File: src/rtl/div_pkg.sv
// Shared types and helpers for the restoring divider.
// Latency/backpressure: none (types and pure functions only).
package div_pkg;

  typedef enum logic [1:0] {
    IDLE = 2'd0,
    CALC = 2'd1,
    FIX  = 2'd2
  } div_state_t;

  localparam int unsigned DIV_MAX_W = 64;

  // All-ones quotient for a w-bit divide by zero, right-aligned in a 64-bit word.
  function automatic logic [DIV_MAX_W-1:0] dbz_quotient(input int unsigned w);
    return {DIV_MAX_W{1'b1}} >> (DIV_MAX_W - w);
  endfunction

  // Two's-complement magnitude; callers zero-extend and truncate back to their width.
  function automatic logic [DIV_MAX_W-1:0] abs_val(input logic [DIV_MAX_W-1:0] v,
                                                   input logic                 neg);
    return neg ? (~v + 64'd1) : v;
  endfunction

endpackage

File: src/rtl/div_sign_fix.sv
// Conditional two's-complement negate; purely combinational, no backpressure.
// Only present in builds with SEQ_DIVIDER_SIGNED_EN defined.
`ifdef SEQ_DIVIDER_SIGNED_EN
module div_sign_fix #(
  parameter int unsigned WIDTH = 32
) (
  input  logic [WIDTH-1:0] val_i,
  input  logic             neg_i,
  output logic [WIDTH-1:0] val_o
);

  localparam logic [WIDTH-1:0] ONE = WIDTH'(1);

  assign val_o = neg_i ? (~val_i + ONE) : val_i;

endmodule
`endif

File: src/rtl/seq_divider.sv
// Radix-2 restoring divider, one quotient bit per cycle; WIDTH+2 cycles (2 on divide-by-zero).
// start is only taken in IDLE and ignored while busy; SEQ_DIVIDER_SIGNED_EN enables signed mode.
module seq_divider
  import div_pkg::*;
#(
  parameter int unsigned WIDTH = 32
) (
  input  logic             clk,
  input  logic             rst_n,
  input  logic             start_i,
  input  logic             is_signed_i,
  input  logic [WIDTH-1:0] dividend_i,
  input  logic [WIDTH-1:0] divisor_i,
  output logic             busy_o,
  output logic             done_o,
  output logic [WIDTH-1:0] quotient_o,
  output logic [WIDTH-1:0] remainder_o,
  output logic             div_by_zero_o,
  output logic             overflow_o
);

  localparam int unsigned      CNT_W = $clog2(WIDTH);
  localparam logic [CNT_W-1:0] CNT_LAST = CNT_W'(WIDTH - 1);
  localparam logic [CNT_W-1:0] CNT_ONE = CNT_W'(1);
  localparam logic [WIDTH-1:0] DBZ_Q = WIDTH'(dbz_quotient(WIDTH));

  div_state_t       state_q, state_d;
  logic [CNT_W-1:0] cnt_q, cnt_d;
  // dvd_q shifts the dividend out of the top while quotient bits enter at the bottom.
  logic [WIDTH-1:0] dvd_q, dvd_d;
  logic [WIDTH-1:0] dvs_q, dvs_d;
  logic [WIDTH-1:0] rem_q, rem_d;
  logic             dbz_q, dbz_d;
  logic             busy_q, busy_d;
  logic             done_q, done_d;
  logic [WIDTH-1:0] quo_out_q, quo_out_d;
  logic [WIDTH-1:0] rem_out_q, rem_out_d;
  logic             dbz_out_q, dbz_out_d;
  logic             ovf_out_q, ovf_out_d;

  logic             accept;
  logic             dvs_nz;
  logic [WIDTH-1:0] dvd_mag, dvs_mag;
  logic [WIDTH-1:0] q_fix, r_fix;
  logic             ovf_res;
  logic [WIDTH:0]   part;
  logic             part_ge;

  assign accept  = (state_q == IDLE) & start_i;
  assign dvs_nz  = |divisor_i;
  assign part    = {rem_q, dvd_q[WIDTH-1]};
  assign part_ge = (part >= {1'b0, dvs_q});

`ifdef SEQ_DIVIDER_SIGNED_EN
  localparam logic [WIDTH-1:0] SMIN = {1'b1, {(WIDTH-1){1'b0}}};

  logic dvd_sgn, dvs_sgn;
  logic q_neg_q, q_neg_d;
  logic r_neg_q, r_neg_d;
  logic ovf_q, ovf_d;

  assign dvd_sgn = is_signed_i & dividend_i[WIDTH-1];
  assign dvs_sgn = is_signed_i & divisor_i[WIDTH-1];
  assign dvd_mag = WIDTH'(abs_val(64'(dividend_i), dvd_sgn));
  assign dvs_mag = WIDTH'(abs_val(64'(divisor_i), dvs_sgn));

  // A zero-divide leaves the raw dividend in rem_q, so both negates stay off.
  assign q_neg_d = accept ? (dvs_nz & (dvd_sgn ^ dvs_sgn)) : q_neg_q;
  assign r_neg_d = accept ? (dvs_nz & dvd_sgn) : r_neg_q;
  assign ovf_d   = accept ? (is_signed_i & (dividend_i == SMIN) & (&divisor_i)) : ovf_q;

  always_ff @(posedge clk or negedge rst_n) begin
    if (!rst_n) begin
      q_neg_q <= 1'b0;
      r_neg_q <= 1'b0;
      ovf_q   <= 1'b0;
    end else begin
      q_neg_q <= q_neg_d;
      r_neg_q <= r_neg_d;
      ovf_q   <= ovf_d;
    end
  end

  div_sign_fix #(.WIDTH(WIDTH)) u_fix_q (
    .val_i (dvd_q),
    .neg_i (q_neg_q),
    .val_o (q_fix)
  );

  div_sign_fix #(.WIDTH(WIDTH)) u_fix_r (
    .val_i (rem_q),
    .neg_i (r_neg_q),
    .val_o (r_fix)
  );

  assign ovf_res = ovf_q;
`else
  logic unused_is_signed;

  assign unused_is_signed = is_signed_i;
  assign dvd_mag          = dividend_i;
  assign dvs_mag          = divisor_i;
  assign q_fix            = dvd_q;
  assign r_fix            = rem_q;
  assign ovf_res          = 1'b0;
`endif

  always_comb begin
    state_d   = state_q;
    cnt_d     = cnt_q;
    dvd_d     = dvd_q;
    dvs_d     = dvs_q;
    rem_d     = rem_q;
    dbz_d     = dbz_q;
    busy_d    = busy_q;
    done_d    = 1'b0;
    quo_out_d = quo_out_q;
    rem_out_d = rem_out_q;
    dbz_out_d = dbz_out_q;
    ovf_out_d = ovf_out_q;

    unique case (state_q)
      IDLE: begin
        if (accept) begin
          busy_d    = 1'b1;
          cnt_d     = '0;
          dbz_out_d = 1'b0;
          ovf_out_d = 1'b0;
          if (dvs_nz) begin
            state_d = CALC;
            dvd_d   = dvd_mag;
            dvs_d   = dvs_mag;
            rem_d   = '0;
            dbz_d   = 1'b0;
          end else begin
            state_d = FIX;
            dvd_d   = DBZ_Q;
            rem_d   = dividend_i;
            dbz_d   = 1'b1;
          end
        end
      end

      CALC: begin
        dvd_d = {dvd_q[WIDTH-2:0], part_ge};
        rem_d = part_ge ? WIDTH'(part - {1'b0, dvs_q}) : part[WIDTH-1:0];
        if (cnt_q == CNT_LAST) begin
          cnt_d   = '0;
          state_d = FIX;
        end else begin
          cnt_d = cnt_q + CNT_ONE;
        end
      end

      FIX: begin
        quo_out_d = q_fix;
        rem_out_d = r_fix;
        dbz_out_d = dbz_q;
        ovf_out_d = ovf_res;
        done_d    = 1'b1;
        busy_d    = 1'b0;
        state_d   = IDLE;
      end

      default: begin
        state_d = IDLE;
        busy_d  = 1'b0;
      end
    endcase
  end

  always_ff @(posedge clk or negedge rst_n) begin
    if (!rst_n) begin
      state_q   <= IDLE;
      cnt_q     <= '0;
      dvd_q     <= '0;
      dvs_q     <= '0;
      rem_q     <= '0;
      dbz_q     <= 1'b0;
      busy_q    <= 1'b0;
      done_q    <= 1'b0;
      quo_out_q <= '0;
      rem_out_q <= '0;
      dbz_out_q <= 1'b0;
      ovf_out_q <= 1'b0;
    end else begin
      state_q   <= state_d;
      cnt_q     <= cnt_d;
      dvd_q     <= dvd_d;
      dvs_q     <= dvs_d;
      rem_q     <= rem_d;
      dbz_q     <= dbz_d;
      busy_q    <= busy_d;
      done_q    <= done_d;
      quo_out_q <= quo_out_d;
      rem_out_q <= rem_out_d;
      dbz_out_q <= dbz_out_d;
      ovf_out_q <= ovf_out_d;
    end
  end

  assign busy_o        = busy_q;
  assign done_o        = done_q;
  assign quotient_o    = quo_out_q;
  assign remainder_o   = rem_out_q;
  assign div_by_zero_o = dbz_out_q;
  assign overflow_o    = ovf_out_q;

endmodule
File: config.mk
export PLATFORM = sky130hd
export DESIGN_NAME = seq_divider
export DESIGN_NICKNAME = d
export VERILOG_FILES = /design/src/rtl/div_pkg.sv /design/src/rtl/div_sign_fix.sv /design/src/rtl/seq_divider.sv
export SDC_FILE = /design/constraint.sdc
export NUM_CORES = 1
export LEC_CHECK = 0
export ABC_AREA = 1
export CAP_MARGIN = 20
export CORE_MARGIN = 10
export CORE_UTILIZATION = 45
export DETAILED_ROUTE_END_ITERATION = 12
export PLACE_DENSITY = 0.69
export SKIP_CTS_REPAIR_TIMING = 1
export SYNTH_ARGS = -nofsm -noshare
export SYNTH_HDL_FRONTEND = slang
export SYNTH_SLANG_ARGS = --single-unit
export TNS_END_PERCENT = 100
File: constraint.sdc
create_clock -name clk -period 4.25 [get_ports clk]
set_clock_uncertainty 0.15 [all_clocks]
set_input_delay 0.85 -clock clk [delete_from_list [all_inputs] [get_ports clk]]
set_output_delay 0.85 -clock clk [all_outputs]
set_load 0.02 [all_outputs]
Yosys cells after proc, flatten, opt, wreduce, memory -nomap -nowiden
Cells that the tools add are included.
{"block": "classes", "add_sub_neg": 2, "order_cmp": 1, "n_eq_ne": 5, "n_mux": 21, "n_bitwise": 2, "n_reduce_logical": 10}
{"op": "2-to-1 mux 32 bit", "count": 5}
{"op": "one-hot mux 32 bit (2 select lines)", "count": 2}
{"op": ">= comparator 33 x 32 -> 1 bit", "count": 1}
{"op": "OR reduction 32 bit", "count": 1}
{"op": "subtractor 32 bit", "count": 1}
{"op": "2-to-1 mux 5 bit", "count": 2}
{"op": "one-hot mux 5 bit (2 select lines)", "count": 1}
{"op": "AND reduction 2 bit", "count": 5}
{"op": "2-to-1 mux 2 bit", "count": 3}
{"op": "one-hot mux 1 bit (2 select lines)", "count": 3}
{"op": "adder 5 x 1 -> 5 bit, second input constant", "count": 1}
{"op": "equality test 5 bit, second input constant", "count": 1}
{"op": "2-to-1 mux 1 bit", "count": 4}
{"op": "!= test 2 bit, second input constant", "count": 2}
{"op": "one-hot mux 2 bit (2 select lines)", "count": 1}
{"op": "nonzero test 2 bit", "count": 2}
{"op": "AND reduction 3 bit", "count": 1}
{"op": "equality test 2 x 1 -> 1 bit, second input constant", "count": 1}
{"op": "equality test 2 bit, second input constant", "count": 1}
{"op": "zero test 2 bit", "count": 1}
{"op": "bitwise AND 1 bit", "count": 1}
{"op": "inverter 1 bit", "count": 1}
{"block": "totals", "regBits": 172, "in_bits": 68, "output_inout_bits": 68, "elab_cells": 53}

Logic depth before layout (Yosys ltp)
{"block": "depth", "word_depth": 4, "mapped_depth": 17, "ltp_nobuf": 17}

Worst setup path before layout
Ideal clock, no wire load.
{"block": "synth_path", "path_type": "input -> register", "startpoint": "input divisor_i[11]", "endpoint": "register dvs_q[10]", "setup_time_ns": 0.132, "t_arrival_ns": 1.960, "t_required_ns": 3.968, "slack_ns": 2.008, "path_stages": 8, "path_buffers": 2, "cell_sequence": "nor4_1 -> nand3_1 -> nor2_2 -> nor2_1 -> buf_2 -> clkbuf_1 -> nand2_1 -> o21ai_0"}
{"block": "synth_via", "elab_chain_len": 2}
{"item": "start, declared", "line_no": "seq_divider.sv:13", "text": "input logic [WIDTH-1:0] divisor_i,"}
{"item": "OR reduction 32 bit", "line_no": "seq_divider.sv:50", "text": "assign dvs_nz = |divisor_i;"}
{"item": "AND reduction 3 bit (no source line)"}
{"item": "end signal, assigned", "line_no": "seq_divider.sv:190", "text": "dvs_q <= dvs_d;"}
{"item": "end, declared", "line_no": "seq_divider.sv:31", "text": "logic [WIDTH-1:0] dvs_q, dvs_d;"}
Every way passes these cells.
A chain may end at the register's enable or synchronous reset.

Worst setup path after layout
{"block": "layout_path", "startpoint": "input divisor_i[31]", "endpoint": "register dvd_q[22]"}
{"block": "layout_via", "elab_chain_len": 4}
{"item": "OR reduction 32 bit", "line_no": "seq_divider.sv:50"}
{"item": "2-to-1 mux 32 bit", "line_no": "seq_divider.sv:129", "text": "if (dvs_nz) begin"}
{"item": "2-to-1 mux 32 bit", "line_no": "seq_divider.sv:124", "text": "if (accept) begin"}
{"item": "one-hot mux 32 bit (2 select lines)", "line_no": "seq_divider.sv:122", "text": "unique case (state_q)"}
{"item": "end signal, assigned", "line_no": "seq_divider.sv:189", "text": "dvd_q <= dvd_d;"}
{"item": "end, declared", "line_no": "seq_divider.sv:30", "text": "logic [WIDTH-1:0] dvd_q, dvd_d;"}
Every way passes these cells. The select of a mux whose other input is x is not followed.

==> impl_metrics.csv <==
group,metric,value,unit
run_status,outcome,"finished clean",
global_route,antenna_found_initial,0,
timing,setup_ws,1030,ps
timing,slew-limit-headroom,0.3869,
worst_setup_path,crit_start,"divisor_i[31]",
power,powerDensity,951.0,nW/um^2
global_route,overflow,0,
flow_run,cap_violations,0,
detailed_routing,ant_nets,0,
clocking,root_buffer,"clkbuf_16",
floorplan,top_level_ports,136,
place,port_buffers,133,
timing,layout_min_cycle_time,3220,ps
place,dp_hpwl,23.51,mm
place,dp_slack,593.4,ps
power,total_power,11.79,mW
place,globalplace.congestion,0.9070,
worst_setup_path,critPathKind,"in2reg",
logic_synthesis,synthFlopType,"dfrtp_1",
logic_synthesis,synth_cell_types,40,
final_layout,num-fill-cells,2183,
timing,fmax,310.6,MHz
worst_setup_path,critical_path_buf_inv_count,2,
detailed_routing,post_drt_wl_per_cell,16.56,um
timing,setup_violations,0,
clocking,cts_buffers,17,
worst_setup_path,arrival,3420,ps
worst_setup_path,r2r-start,"state_q[0]$_DFFE_PN0P_",
global_route,grt_pass1_wl,49.31,mm
worst_setup_path,cp_max_fo,33,
clocking,path_clk_slew,80,ps
timing,tns,0,ps
final_layout,nets,1662,
worst_setup_path,worstPathRequired,4450,ps
timing,period_share,0.7576,
clocking,cts-htree-levels,4,
logic_synthesis,ys_seq_elements,171,
clocking,clk_latency,440,ps
logic_synthesis,synth.avg_cell_area,7.038,sq um
logic_synthesis,synthArstFlopShare,1.000,
logic_synthesis,syn_inst,1449,
worst_setup_path,critPathMostFrequentCell,"nand2_1",
logic_synthesis,ys_seq_area_frac,0.4196,
timing,slew_violations,0,
timing,hold_violations,0,
logic_synthesis,synth_warnings,0,
logic_synthesis,syn-cell-area,10200,sq um
global_route,grt_pass1_vias,9392,
final_layout,drive_gt1_frac,0.05789,
clocking,clock_path_buffers,2,
power,power.leakage,6.368,nW
detailed_routing,drt-total-wl,30.76,mm
worst_setup_path,cp_slowest_cell,"nand2_1",
detailed_routing,via_count,9575,
place,placed_cell_area,11790,sq um
min_path,hp-start,"remainder_o[5]$_DFFE_PN0P_",
min_path,hp-class,"reg2reg",
global_route,grt_max_degree,97,
worst_setup_path,critical_path.endpoint_type,"flip-flop",
clocking,clock_sinks,171,
timing,rsz0062_at_grt,"false",
worst_setup_path,crit_chain,"clkdlybuf4s50_1 -> nor2_1 -> nand2_1 -> nor3_1 -> nand3_1 -> nor2_2 -> buf_4 -> nand2_1 -> a41oi_1",
final_layout,diodes,0,
worst_setup_path,max_stage_delay,540,ps
floorplan,initial_core_util,0.4532,
floorplan,chipWidth,170.5,um
floorplan,coreArea,22500,sq um
floorplan,dieArea,29090,sq um
final_layout,final_area,12390,sq um
floorplan,rows,55,
global_route,grt_use_total,0.2137,
worst_setup_path,start_kind,"primary input",
timing,worst_pin_slew,919.7,ps
final_layout,area.growth.synth_to_final,21.52,%
floorplan,die_h,170.5,um
detailed_routing,vias_per_cell,5.156,
detailed_routing,drtPass1Iterations,7,
detailed_routing,drc,0,
logic_synthesis,synthesis.nets,1552,
timing,whs,319.8,ps
worst_setup_path,crit_family,"simple AND/OR/NAND/NOR gates",
power,ir_drop,0.0004300,V
clocking,cts_tree,"built",
logic_synthesis,synth-edff-count,0,
detailed_routing,dr.first_iter.drc_count,722,
==> worst min-delay path, cell delays in order, from the launching register on <==
cell     delay (ps)
dfrtp_1         340
nand2_1          50
nand2_1          40
==> sequential cells by signal, indices dropped and copies added (netlist names), 2 cells and up <==
signal,count
quotient_o,32
state_q,2
dvs_q,32
remainder_o,32
cnt_q,5
dvd_q,32
r_fix,32
==> cell usage in the layout (no fill, tap or decap), types with 3 or more instances in the layout <==
cell type        synthesis  routed
xnor2_1                  9       9
a31oi_1                  4       4
o21ai_1                  6       6
nand3_1                 54      54
buf_4                    3      13
nor2_4                   2       5
o21bai_1                 3       3
a41oi_1                 10      10
o22ai_1                 11      11
o211ai_1                 9       9
dfrtp_1                171     171
nand3b_1                14      14
a21oi_1                 38      38
inv_1                  183     183
xor2_1                   7       7
nand2_1                540     540
nor2_2                  10       9
ha_1                    34      34
nor3_1                  17      17
clkdlybuf4s50_1          0     132
nand3_2                 11      11
clkinv_8                 0       7
clkbuf_16                0      17
o21ai_0                 66      66
nor4_1                   6       6
inv_6                    0       5
nand4_1                 26      26
nand2_2                  6       6
nor2_1                 136     134
inv_2                    6       6
==> worst paths after layout <==
kind                                                   end  slack [ps]  depth (start not counted)
worst max register to register       dvd_q[22]$_DFFE_PN0P_        1360                          7
max in group asynchronous            dvs_q[24]$_DFFE_PN0P_        2670                          2
worst max-delay path                 dvd_q[22]$_DFFE_PN0P_        1030                          9
worst min-delay path            remainder_o[5]$_DFFE_PN0P_         320                          2
min in group asynchronous                 done_o$_DFF_PN0_         340                          1
worst min register to register  remainder_o[5]$_DFFE_PN0P_         320                          2
==> kinds of logic (layout without fill, tap and decap cells) <==
| kind of cell | Yosys count | in the layout | share of synthesized area |
|---|---|---|---|
| flip-flops | 171 | 171 | 0.4196 |
| XOR/XNOR | 16 | 16 | 0.01374 |
| adder cells (fa/ha/maj) | 35 | 35 | 0.04368 |
| AO/OA/AOI/OAI | 151 | 151 | 0.08416 |
| other | 1 | 1 | 0.0003677 |
| buffers and inverters | 247 | 370 | 0.09533 |
| AND/OR/NAND/NOR | 828 | 828 | 0.3431 |
==> Yosys cell counts, types with 2 or more instances <==
library cell,number,area (sq um)
nand2_1,540,2027
inv_1,183,686.9
dfrtp_1,171,4279
nor2_1,136,510.5
o21ai_0,66,330.3
nand3_1,54,270.3
a21oi_1,38,190.2
clkbuf_1,35,131.4
ha_1,34,425.4
nand4_1,26,162.7
nor3_1,17,85.08
buf_2,15,75.07
nand3b_1,14,105.1
nand3_2,11,110.1
o22ai_1,11,68.82
a41oi_1,10,87.58
nor2_2,10,62.56
o211ai_1,9,67.56
xnor2_1,9,78.83
xor2_1,7,61.31
inv_2,6,22.52
nand2_2,6,37.54
nor4_1,6,37.54
o21ai_1,6,30.03
a31oi_1,4,25.02
buf_4,3,22.52
o21bai_1,3,22.52
a21oi_2,2,17.52
buf_1,2,7.510
buf_6,2,22.52
nand2_4,2,22.52
nor2_4,2,22.52
nor3_2,2,20.02
==> metal layers <==
metal	share of wire	wire, um	up-vias	GRT usage
li1	-	-	4781	-
met1	0.45	13750	4495	0.2741
met2	0.47	14480	246	0.3521
met3	0.049	1512	53	0.03525
met4	0.033	1012	0	0.08505
met5	0	0	-	0
==> layout make-up <==
class                   instances  area [sq um]  area share
flip-flops and latches        171          4279      0.3453
well taps                     285         356.6     0.02877
clock buffers                  18         429.2     0.03463
repair buffers                148          1470      0.1186
clock inverters                14         177.7     0.01434
multi-input cells            1031          4967      0.4008
inverters                     190         713.2     0.05755
==> power by group <==
group / leakage (nW) / switching (mW) / internal (mW)
registers: 2.11 / 0.561 / 2.41
clock network: 0.292 / 0.793 / 0.797
logic: 3.96 / 4.68 / 2.55
==> through the flow <==
step / utilization / std cells
after floorplan: - / 1449
after global placement: 0.5229 / 1824
after detailed placement: 0.5238 / 1825
after CTS: 0.5507 / 1857
after global routing: 0.5507 / 1857
final: 0.5507 / 1857
Note: power is estimated with default switching activity, not from simulation.
